[config.mk]
export PLATFORM = sky130hd
export DESIGN_NAME = control_unit
export DESIGN_NICKNAME = d
export VERILOG_FILES = /design/src/rtl/ctrl_pkg.sv /design/src/rtl/ctrl_decode.sv /design/src/rtl/control_unit.sv
export SDC_FILE = /design/constraint.sdc
export NUM_CORES = 1
export LEC_CHECK = 0
export ABC_AREA = 1
export ABC_CLOCK_PERIOD_IN_PS = 1000
export CORE_MARGIN = 4
export CORE_UTILIZATION = 33
export CTS_BUF_LIST = sky130_fd_sc_hd__clkbuf_8
export CTS_CLUSTER_SIZE = 8
export DETAILED_ROUTE_END_ITERATION = 10
export PLACE_DENSITY = 0.73
export SLEW_MARGIN = 5
export SYNTH_ARGS = -nofsm -noshare
export SYNTH_HDL_FRONTEND = slang
export SYNTH_SLANG_ARGS = --single-unit
[constraint.sdc]
create_clock -name clk -period 1 [get_ports clk]
set_input_delay 0.1 -clock clk [delete_from_list [all_inputs] [get_ports clk]]
set_output_delay 0.1 -clock clk [all_outputs]
set_load 0.005 [all_outputs]
[src/rtl/ctrl_pkg.sv]
// Shared types and encodings for the multicycle MIPS control unit.
// Exception-related states only become reachable when CTRL_EXCEPTIONS_EN is defined.
package ctrl_pkg;

  localparam int unsigned RESET_SP        = 227;
  localparam int unsigned EXC_OPCODE_ADDR = 253;
  localparam int unsigned EXC_OVF_ADDR    = 254;

  typedef enum logic [4:0] {
    StReset,
    StFetch,
    StFetchWait,
    StDecode,
    StExecR,
    StWbR,
    StAddi,
    StWbI,
    StMemAddr,
    StLwRead,
    StLwWait,
    StLwWb,
    StSw,
    StBranch,
    StJump,
    StJal,
    StExcOpc,
    StExcOvf,
    StExcRead,
    StExcWait,
    StExcJump
  } state_e;

  localparam logic [5:0] OpRtype = 6'h00;
  localparam logic [5:0] OpJ     = 6'h02;
  localparam logic [5:0] OpJal   = 6'h03;
  localparam logic [5:0] OpBeq   = 6'h04;
  localparam logic [5:0] OpBne   = 6'h05;
  localparam logic [5:0] OpAddi  = 6'h08;
  localparam logic [5:0] OpLw    = 6'h23;
  localparam logic [5:0] OpSw    = 6'h2B;

  localparam logic [5:0] FunctAdd = 6'h20;
  localparam logic [5:0] FunctSub = 6'h22;
  localparam logic [5:0] FunctAnd = 6'h24;

  localparam logic [2:0] AluLoadA = 3'd0;
  localparam logic [2:0] AluAdd   = 3'd1;
  localparam logic [2:0] AluSub   = 3'd2;
  localparam logic [2:0] AluAnd   = 3'd3;

  localparam logic [1:0] IordPc     = 2'd0;
  localparam logic [1:0] IordAluOut = 2'd1;
  localparam logic [1:0] IordVector = 2'd2;

  localparam logic [1:0] ExcOpcode   = 2'd0;
  localparam logic [1:0] ExcOverflow = 2'd1;

  localparam logic [1:0] SrcAPc  = 2'd0;
  localparam logic [1:0] SrcAReg = 2'd1;

  localparam logic [1:0] SrcBReg   = 2'd0;
  localparam logic [1:0] SrcBFour  = 2'd1;
  localparam logic [1:0] SrcBImm   = 2'd2;
  localparam logic [1:0] SrcBImmSh = 2'd3;

  localparam logic [2:0] PcAlu    = 3'd0;
  localparam logic [2:0] PcAluOut = 3'd1;
  localparam logic [2:0] PcJump   = 3'd2;
  localparam logic [2:0] PcMdr    = 3'd3;

  localparam logic [2:0] DstRt = 3'd0;
  localparam logic [2:0] DstRd = 3'd1;
  localparam logic [2:0] DstSp = 3'd2;
  localparam logic [2:0] DstRa = 3'd3;

  localparam logic [3:0] RegSrcAluOut  = 4'd0;
  localparam logic [3:0] RegSrcMdr     = 4'd1;
  localparam logic [3:0] RegSrcPc      = 4'd2;
  localparam logic [3:0] RegSrcResetSp = 4'd3;

endpackage

[src/rtl/ctrl_decode.sv]
// Combinational opcode/funct dispatch used by the DECODE state.
// With CTRL_EXCEPTIONS_EN undefined, unknown encodings fall back to FETCH as a NOP.
module ctrl_decode
  import ctrl_pkg::*;
(
  input  logic [5:0] opcode,
  input  logic [5:0] funct,
  output state_e     next_state
);

  state_e invalid_st;

`ifdef CTRL_EXCEPTIONS_EN
  assign invalid_st = StExcOpc;
`else
  assign invalid_st = StFetch;
`endif

  always_comb begin
    next_state = invalid_st;
    case (opcode)
      OpRtype: begin
        if (funct == FunctAdd || funct == FunctSub || funct == FunctAnd) begin
          next_state = StExecR;
        end
      end
      OpAddi:      next_state = StAddi;
      OpLw, OpSw:  next_state = StMemAddr;
      OpBeq, OpBne: next_state = StBranch;
      OpJ:         next_state = StJump;
      OpJal:       next_state = StJal;
      default:     next_state = invalid_st;
    endcase
  end

endmodule

[src/rtl/control_unit.sv]
// Multicycle MIPS main control FSM: Moore decode of the state register.
// Define CTRL_EXCEPTIONS_EN to enable the opcode/overflow exception path.
module control_unit
  import ctrl_pkg::*;
(
  input  logic       clk,
  input  logic       reset,
  input  logic [5:0] opcode,
  input  logic [5:0] funct,
  input  logic       overflow,
  input  logic       zero,
  output logic       pc_write,
  output logic       mem_write,
  output logic       ir_write,
  output logic       reg_write,
  output logic       ab_write,
  output logic       alu_out_write,
  output logic       mdr_write,
  output logic       epc_write,
  output logic [1:0] iord,
  output logic [1:0] excp_sel,
  output logic [1:0] alu_src_a,
  output logic [1:0] alu_src_b,
  output logic [2:0] alu_op,
  output logic [2:0] pc_source,
  output logic [2:0] reg_dst,
  output logic [3:0] reg_src
);

  state_e state_q, state_d, dispatch;
  logic   arith_r;

  ctrl_decode u_decode (
    .opcode     (opcode),
    .funct      (funct),
    .next_state (dispatch)
  );

  // Only add/sub can trap; "and" never does.
  assign arith_r = (funct == FunctAdd) || (funct == FunctSub);

  always_ff @(posedge clk) begin
    if (reset) begin
      state_q <= StReset;
    end else begin
      state_q <= state_d;
    end
  end

`ifdef CTRL_EXCEPTIONS_EN
  logic [1:0] excp_q;

  always_ff @(posedge clk) begin
    if (reset) begin
      excp_q <= ExcOpcode;
    end else if (state_d == StExcOpc) begin
      excp_q <= ExcOpcode;
    end else if (state_d == StExcOvf) begin
      excp_q <= ExcOverflow;
    end
  end
`else
  // Overflow has no effect when exceptions are disabled.
  logic unused_overflow;
  assign unused_overflow = overflow ^ arith_r;
`endif

  always_comb begin
    state_d = state_q;
    case (state_q)
      StReset:     state_d = StFetch;
      StFetch:     state_d = StFetchWait;
      StFetchWait: state_d = StDecode;
      StDecode:    state_d = dispatch;
`ifdef CTRL_EXCEPTIONS_EN
      StExecR:     state_d = (overflow && arith_r) ? StExcOvf : StWbR;
      StAddi:      state_d = overflow ? StExcOvf : StWbI;
      StExcOpc,
      StExcOvf:    state_d = StExcRead;
      StExcRead:   state_d = StExcWait;
      StExcWait:   state_d = StExcJump;
      StExcJump:   state_d = StFetch;
`else
      StExecR:     state_d = StWbR;
      StAddi:      state_d = StWbI;
`endif
      StWbR:       state_d = StFetch;
      StWbI:       state_d = StFetch;
      StMemAddr:   state_d = (opcode == OpSw) ? StSw : StLwRead;
      StLwRead:    state_d = StLwWait;
      StLwWait:    state_d = StLwWb;
      StLwWb:      state_d = StFetch;
      StSw:        state_d = StFetch;
      StBranch:    state_d = StFetch;
      StJump:      state_d = StFetch;
      StJal:       state_d = StFetch;
      default:     state_d = StFetch;
    endcase
  end

  always_comb begin
    pc_write      = 1'b0;
    mem_write     = 1'b0;
    ir_write      = 1'b0;
    reg_write     = 1'b0;
    ab_write      = 1'b0;
    alu_out_write = 1'b0;
    mdr_write     = 1'b0;
    epc_write     = 1'b0;
    iord          = IordPc;
    excp_sel      = ExcOpcode;
    alu_src_a     = SrcAPc;
    alu_src_b     = SrcBReg;
    alu_op        = AluLoadA;
    pc_source     = PcAlu;
    reg_dst       = DstRt;
    reg_src       = RegSrcAluOut;
    case (state_q)
      StReset: begin
        reg_write = 1'b1;
        reg_dst   = DstSp;
        reg_src   = RegSrcResetSp;
      end
      StFetch: begin
        alu_src_b = SrcBFour;
        alu_op    = AluAdd;
        pc_write  = 1'b1;
      end
      StFetchWait: ir_write = 1'b1;
      StDecode: begin
        // Branch target precomputed into ALUOut.
        ab_write      = 1'b1;
        alu_out_write = 1'b1;
        alu_src_b     = SrcBImmSh;
        alu_op        = AluAdd;
      end
      StExecR: begin
        alu_out_write = 1'b1;
        alu_src_a     = SrcAReg;
        alu_src_b     = SrcBReg;
        case (funct)
          FunctSub: alu_op = AluSub;
          FunctAnd: alu_op = AluAnd;
          default:  alu_op = AluAdd;
        endcase
      end
      StWbR: begin
        reg_write = 1'b1;
        reg_dst   = DstRd;
      end
      StAddi, StMemAddr: begin
        alu_out_write = 1'b1;
        alu_src_a     = SrcAReg;
        alu_src_b     = SrcBImm;
        alu_op        = AluAdd;
      end
      StWbI: reg_write = 1'b1;
      StLwRead: iord = IordAluOut;
      StLwWait: mdr_write = 1'b1;
      StLwWb: begin
        reg_write = 1'b1;
        reg_src   = RegSrcMdr;
      end
      StSw: begin
        iord      = IordAluOut;
        mem_write = 1'b1;
      end
      StBranch: begin
        alu_src_a = SrcAReg;
        alu_src_b = SrcBReg;
        alu_op    = AluSub;
        pc_source = PcAluOut;
        pc_write  = ((opcode == OpBeq) && zero) || ((opcode == OpBne) && !zero);
      end
      StJump: begin
        pc_source = PcJump;
        pc_write  = 1'b1;
      end
      StJal: begin
        reg_write = 1'b1;
        reg_dst   = DstRa;
        reg_src   = RegSrcPc;
        pc_source = PcJump;
        pc_write  = 1'b1;
      end
`ifdef CTRL_EXCEPTIONS_EN
      StExcOpc, StExcOvf: begin
        // EPC <- PC - 4 (PC was already advanced in FETCH).
        alu_src_b = SrcBFour;
        alu_op    = AluSub;
        epc_write = 1'b1;
        excp_sel  = (state_q == StExcOvf) ? ExcOverflow : ExcOpcode;
      end
      StExcRead: begin
        iord     = IordVector;
        excp_sel = excp_q;
      end
      StExcWait: begin
        mdr_write = 1'b1;
        excp_sel  = excp_q;
      end
      StExcJump: begin
        pc_source = PcMdr;
        pc_write  = 1'b1;
      end
`endif
      default: ;
    endcase
  end

endmodule

==> key figures, run 1 <==
Outcome
  – Outcome: finished, violations left
  – Violated checks: negative setup slack

Power and ir drop
  – Pleak: 0.000854 uW
  – Maximum vdd drop: 1.15 mV
  – Pwr dens: 1330 mW/mm^2

Cells and area
  – Area grow syn2layout: 130%
  – Fillers: 119
  – Commonest non-fill, non-tap cell in the layout: buf_4
  – Antenna Cells: 0
  – Largest register FFs: 4
  – Layout Nets: 234
  – Non-filler cells, final: 243
  – Layout cells sized above 1: 0.565
  – Footprint of the multi-input gates: 648 sq um
  – Top reg by flops: state_q
  – Largest registers: state_q (4)
  – Commonest cells after routing, fill and taps aside: buf_4 (32), nand2_1 (20), inv_1 (17), buf_6 (17), buf_2 (14)
  – Fin area: 0.00160 sq mm
  – Sequential cell area: 95.1 sq um

Placed design
  – Placer congestion estimate: 0.894
  – DP HPWL: 1960 microns
  – Port bufs: 33
  – Inst Count DP: 219
  – Placed inst area: 0.00124 sq mm
  – DP Worst Slack: -0.725 ns

Clock network
  – Worst-path clk slew: 0.03 ns
  – CTS Buffer Depth: 2
  – CTS tree: yes
  – Max H-tree Level: 1
  – Clock sink total: 4
  – Num CTS Buffers: 3
  – CTS root buf: clkbuf_8
  – Clock Latency Late Sink: 0.22 ns
  – Cts hold-fix bufs: 0

Floorplanning
  – Die X: 53.9 microns
  – Std cell rows: 16
  – Starting density of the core: 0.350
  – Die Y: 53.9 microns
  – Placeable core area: 0.00198 sq mm
  – I/O pin cnt: 45
  – Die area: 0.00290 sq mm

STA
  – Hold Violations, Final: 0
  – Worst setup margin: -0.531 ns
  – Minimum clock period: 1.53 ns
  – Final setup viols: 23
  – Fmax: 653 MHz
  – Fin crit share: 1.53
  – Hold_ws: 0.535 ns
  – Skew final: 0.000817 ns
  – Fin. max-slew vios: 0
  – Setup total negative slack: -8.81 ns
  – RSZ-0062 raised after global routing: true

Global routing
  – Vias in the first global route: 1186
  – GRT met3 Usage: 0.0720
  – GRT Max-Usage Layer: met2
  – Met2 Use GR: 0.456
  – Initial antenna violation count: 0
  – Largest net degree at the start of global routing: 7
  – Overflow after GRT: 0
  – GRT met1 Usage: 0.213
  – Total Routing Usage GR: 0.238
  – First-pass GRT wire length: 5020 microns

Critical path
  – R2r setup slk: -0.53 ns
  – CP Launch Point: state_q[2]
  – Max FO, Critical Path: 6
  – R2R Path End: state_q[1]
  – WP data required: 1.15 ns
  – CP endpoint: state_q[1]
  – Crit Path Class: reg2reg
  – Worst setup EP type: register
  – CP Depth: 10
  – Buf/Inv on CP: 6
  – Slowest CP cell: dfxtp_4
  – FF-to-FF path depth: 10
  – CP startpoint kind: register
  – Critical path cell sequence: inv_4, nor2_4, nand2_2, buf_4, buf_4, buf_4, buf_4, nand4_1, nand2_1, inv_1
  – Critical path's largest stage delay: 0.43 ns
  – Delay-heaviest family, CP: buffers and inverters
  – WP data arrival: 1.69 ns
  – Reg2reg start: state_q[2]
  – Cell mode on critical path: buf_4

Run
  – Max cap viols: 0

Detailed routing
  – DR vias: 1247
  – Number of remaining DRC errors: 0
  – Post-Route WL: 3850 microns
  – Drt pass-1 iters: 4
  – WL per Instance: 15.9 microns
  – DR iter-0 viols: 38
  – Antenna-violating nets left: 0
  – Vias per cell: 5.13

Hold path
  – Worst hold path class: in2reg

Logic synthesis
  – Synth Warn #: 0
  – Synth Area per Inst: 5.14 sq um
  – Synth unique cells: 21
  – Post-Syn Area: 694 sq um
  – Syn Inst Count: 135
  – Yosys reg bits: 4
  – Register area share after synthesis: 0.115
[worst register-to-register path, delay by kind of cell (launching register included)]
kind | cells | cell delay [ns]
and+or+nand+nor | 4 | 0.38
buffers and inverters | 6 | 0.66
DFF | 1 | 0.43
[layer usage]
| metal | up-vias | wire (microns) |
|---|---|---|
| met5 | - | 0 |
| met4 | 0 | 213 |
| met3 | 24 | 321 |
| met2 | 72 | 1940 |
| met1 | 590 | 1380 |
| li1 | 561 | - |
[how the worst min path moves through the flow]
stage	cells past startpoint	startpoint	endpoint	slack, ns
finish	2	reset	state_q[0]	0.53
global route	2	reset	state_q[0]	0.55
CTS	2	reset	state_q[2]	0.53
detailed placement	3	state_q[2]	state_q[3]	0.69
global placement	3	state_q[2]	state_q[3]	0.69
floorplan	1	reset	state_q[2]	0.16
[area by class of cell]
class,instances,area share
inverter,29,0.0775
sequential,4,0.0595
multi-input combinational,101,0.405
timing repair buffer,79,0.411
clock buffer,3,0.0258
tap,27,0.0211
[cell usage after synthesis]
master | count | area share
nor2_4 | 1 | 0.016
dfxtp_1 | 4 | 0.12
inv_2 | 3 | 0.016
o22ai_1 | 1 | 0.0090
nand4_1 | 2 | 0.018
nand3_2 | 2 | 0.029
a21oi_1 | 5 | 0.036
nand2_2 | 2 | 0.018
o21ai_0 | 7 | 0.050
nand2_1 | 31 | 0.17
nor2_2 | 2 | 0.018
nand3_1 | 9 | 0.065
nor2_1 | 23 | 0.12
o31ai_1 | 1 | 0.011
conb_1 | 1 | 0.0054
inv_1 | 26 | 0.14
xnor2_1 | 1 | 0.013
a31oi_1 | 2 | 0.018
buf_4 | 10 | 0.11
o211ai_1 | 1 | 0.011
o21a_1 | 1 | 0.011
[stage by stage]
| step | util | total power (uW) |
|---|---|---|
| after global routing | 0.807 | 2240 |
| after CTS | 0.751 | 1860 |
| after floorplan | - | 728 |
| after global placement | 0.624 | 1410 |
| final | 0.807 | 2120 |
| after detailed placement | 0.624 | 1440 |
[logic make-up (layout without fill, tap and decap cells)]
family / after synthesis / in the layout / share of synthesized area
and+or+nand+nor: 72 / 72 / 0.456
xor gates and xnor gates: 1 / 1 / 0.0126
other: 1 / 10 / 0.00540
AOI/OAI and AO/OA: 18 / 18 / 0.146
buffers and inverters: 39 / 111 / 0.265
DFF: 4 / 4 / 0.115
[where the power goes]
part / switching, uW / internal (uW)
logic: 758 / 692
clock network: 84.4 / 257
registers: 123 / 209
total: 966 / 1160
[repair_timing]
item | CTS | global route
setup buffers | 16 | 7
endpoints found under the setup margin | 23 | 23
gates resized for setup | 136 | 19
pin swaps | 24 | 11
Power figures use the tool's default switching activity.
==> run 2: changes to the inputs <==
Settings changed: CORE_AREA from default to 4 4 41 43, CORE_MARGIN 4 to default, CORE_UTILIZATION 33 to default, CTS_CLUSTER_SIZE 8 to default, DIE_AREA from default to 0 0 45 47, DONT_BUFFER_PORTS from default to 1, PLACE_DENSITY 0.73 to 0.66, SLEW_MARGIN 5 to 20.
==> key figures, run 2 (synthesized netlist as in run 1, its figures left out) <==
Outcome
  – Outcome: finished, violations left
  – Violated checks: negative setup slack

Cells and area
  – Largest register FFs: 4
  – Layout cells sized above 1: 0.515
  – Area grow syn2layout: 66.5%
  – Footprint of the multi-input gates: 631 sq um
  – Commonest cells after routing, fill and taps aside: buf_4 (22), nand2_1 (19), inv_1 (17), nand2_2 (11), nor2_1 (11)
  – Top reg by flops: state_q
  – Largest registers: state_q (4)
  – Fillers: 66
  – Sequential cell area: 95.1 sq um
  – Antenna Cells: 0
  – Layout Nets: 184
  – Commonest non-fill, non-tap cell in the layout: buf_4
  – Fin area: 0.00116 sq mm

Critical path
  – Worst setup EP type: output pin
  – Critical path cell sequence: nand2_1, nor2_4, inv_1, a31oi_1
  – WP data required: 0.90 ns
  – CP startpoint kind: register
  – WP data arrival: 1.24 ns
  – Delay-heaviest family, CP: flip-flops
  – Critical path's largest stage delay: 0.39 ns
  – Slowest CP cell: dfxtp_4
  – Crit Path Class: reg2out
  – Max FO, Critical Path: 5
  – Buf/Inv on CP: 1

Placed design
  – DP Worst Slack: -0.138 ns
  – Placer congestion estimate: 0.868
  – Port bufs: 0
  – DP HPWL: 1560 microns
  – Placed inst area: 846 sq um

Clock network
  – Clock Latency Late Sink: 0.22 ns
  – Num CTS Buffers: 3
  – Clock sink total: 4
  – Worst-path clk slew: 0.03 ns
  – CTS Buffer Depth: 2
  – CTS root buf: clkbuf_8
  – CTS tree: yes
  – Max H-tree Level: 1

Floorplanning
  – Die area: 0.00212 sq mm
  – Die Y: 47 microns
  – Std cell rows: 13
  – Starting density of the core: 0.534
  – I/O pin cnt: 45
  – Die X: 45 microns
  – Placeable core area: 0.00130 sq mm

STA
  – Fmax: 748 MHz
  – Fin. max-slew vios: 0
  – Setup total negative slack: -5.11 ns
  – Final setup viols: 23
  – Minimum clock period: 1.34 ns
  – RSZ-0062 raised after global routing: true
  – Worst setup margin: -0.337 ns
  – Fin crit share: 1.34
  – Skew final: 0.00128 ns
  – Hold Violations, Final: 0

Detailed routing
  – Antenna-violating nets left: 0
  – Post-Route WL: 2750 microns
  – Drt pass-1 iters: 5
  – WL per Instance: 15.1 microns
  – DR iter-0 viols: 38
  – Number of remaining DRC errors: 0
  – Vias per cell: 5.52
  – DR vias: 1004

Global routing
  – Vias in the first global route: 876
  – Total Routing Usage GR: 0.242
  – Largest net degree at the start of global routing: 7
  – First-pass GRT wire length: 3730 microns
  – Overflow after GRT: 0
  – Initial antenna violation count: 0

Hold path
  – Worst hold path class: in2reg

Power and ir drop
  – Pleak: 0.000586 uW
  – Total power: 1900 uW
  – Maximum vdd drop: 1.19 mV
  – Pwr dens: 1640 mW/mm^2

Run
  – Max cap viols: 0
## run 2: cell count changes in the layout (fill, tap and decap cells not counted), moves of 5 or more
cell | before | now
buf_6 | 17 | 6
clkdlybuf4s50_1 | 10 | 0
buf_4 | 32 | 22
dlygate4sd2_1 | 5 | 0
buf_2 | 14 | 0
## run 2: metal layers
layer	track usage	vias up	part of all wire	wire, microns
met5	0	-	0	0
met1	0.280	434	0.35	974
met3	0.0690	18	0.10	288
met2	0.407	89	0.48	1310
met4	0.123	0	0.064	176
li1	-	463	-	-
## run 2: through the flow
stage / utilization / std cells / hold slack [ns]
5_1_grt: 0.888 / 182 / 0.0150
6_report: 0.888 / 182 / 0.00104
3_5_place_dp: 0.650 / 168 / 0.165
2_1_floorplan: - / 144 / 0.159
4_1_cts: 0.801 / 178 / 0.00888
3_3_place_gp: 0.650 / 168 / 0.163
## run 2: area by class of cell
| type | count | area share |
|---|---|---|
| clock buffers | 3 | 0.0357 |
| repair buffers | 29 | 0.210 |
| flip-flops and latches | 4 | 0.0823 |
| inverters | 29 | 0.107 |
| multi-input cells | 101 | 0.545 |
| clock inverters | 1 | 0.00325 |
| well taps | 15 | 0.0162 |
## run 2: worst min-delay path, cell delays in order
cell     delay (ns)
inv_1          0.02
nand2_1        0.04
inv_1          0.03
## run 2: what timing repair did
| item | 4_1_cts | 5_1_grt |
|---|---|---|
| pin swaps | 7 | 8 |
| setup buffers | 5 | 4 |
| endpoints found under the hold margin | 3 | 0 |
| hold buffers | 1 | 0 |
| resized for setup | 38 | 27 |
| setup endpoints to repair | 23 | 23 |
## run 2: final timing paths
check,start,end,slack [ns],cells past startpoint
worst min-delay path,reset,state_q[1],0.001,3
worst max-delay path,state_q[3],alu_op[1],-0.34,4
worst min register to register,state_q[2],state_q[0],0.74,5
worst max register to register,state_q[2],state_q[2],-0.19,6
## run 2: report_power, final
part           switching [uW]  internal [uW]  leakage (uW)
combinational             704            533      0.000524
sequential               84.0            208     0.0000355
clock                     103            263     0.0000269
total                     891           1000      0.000586
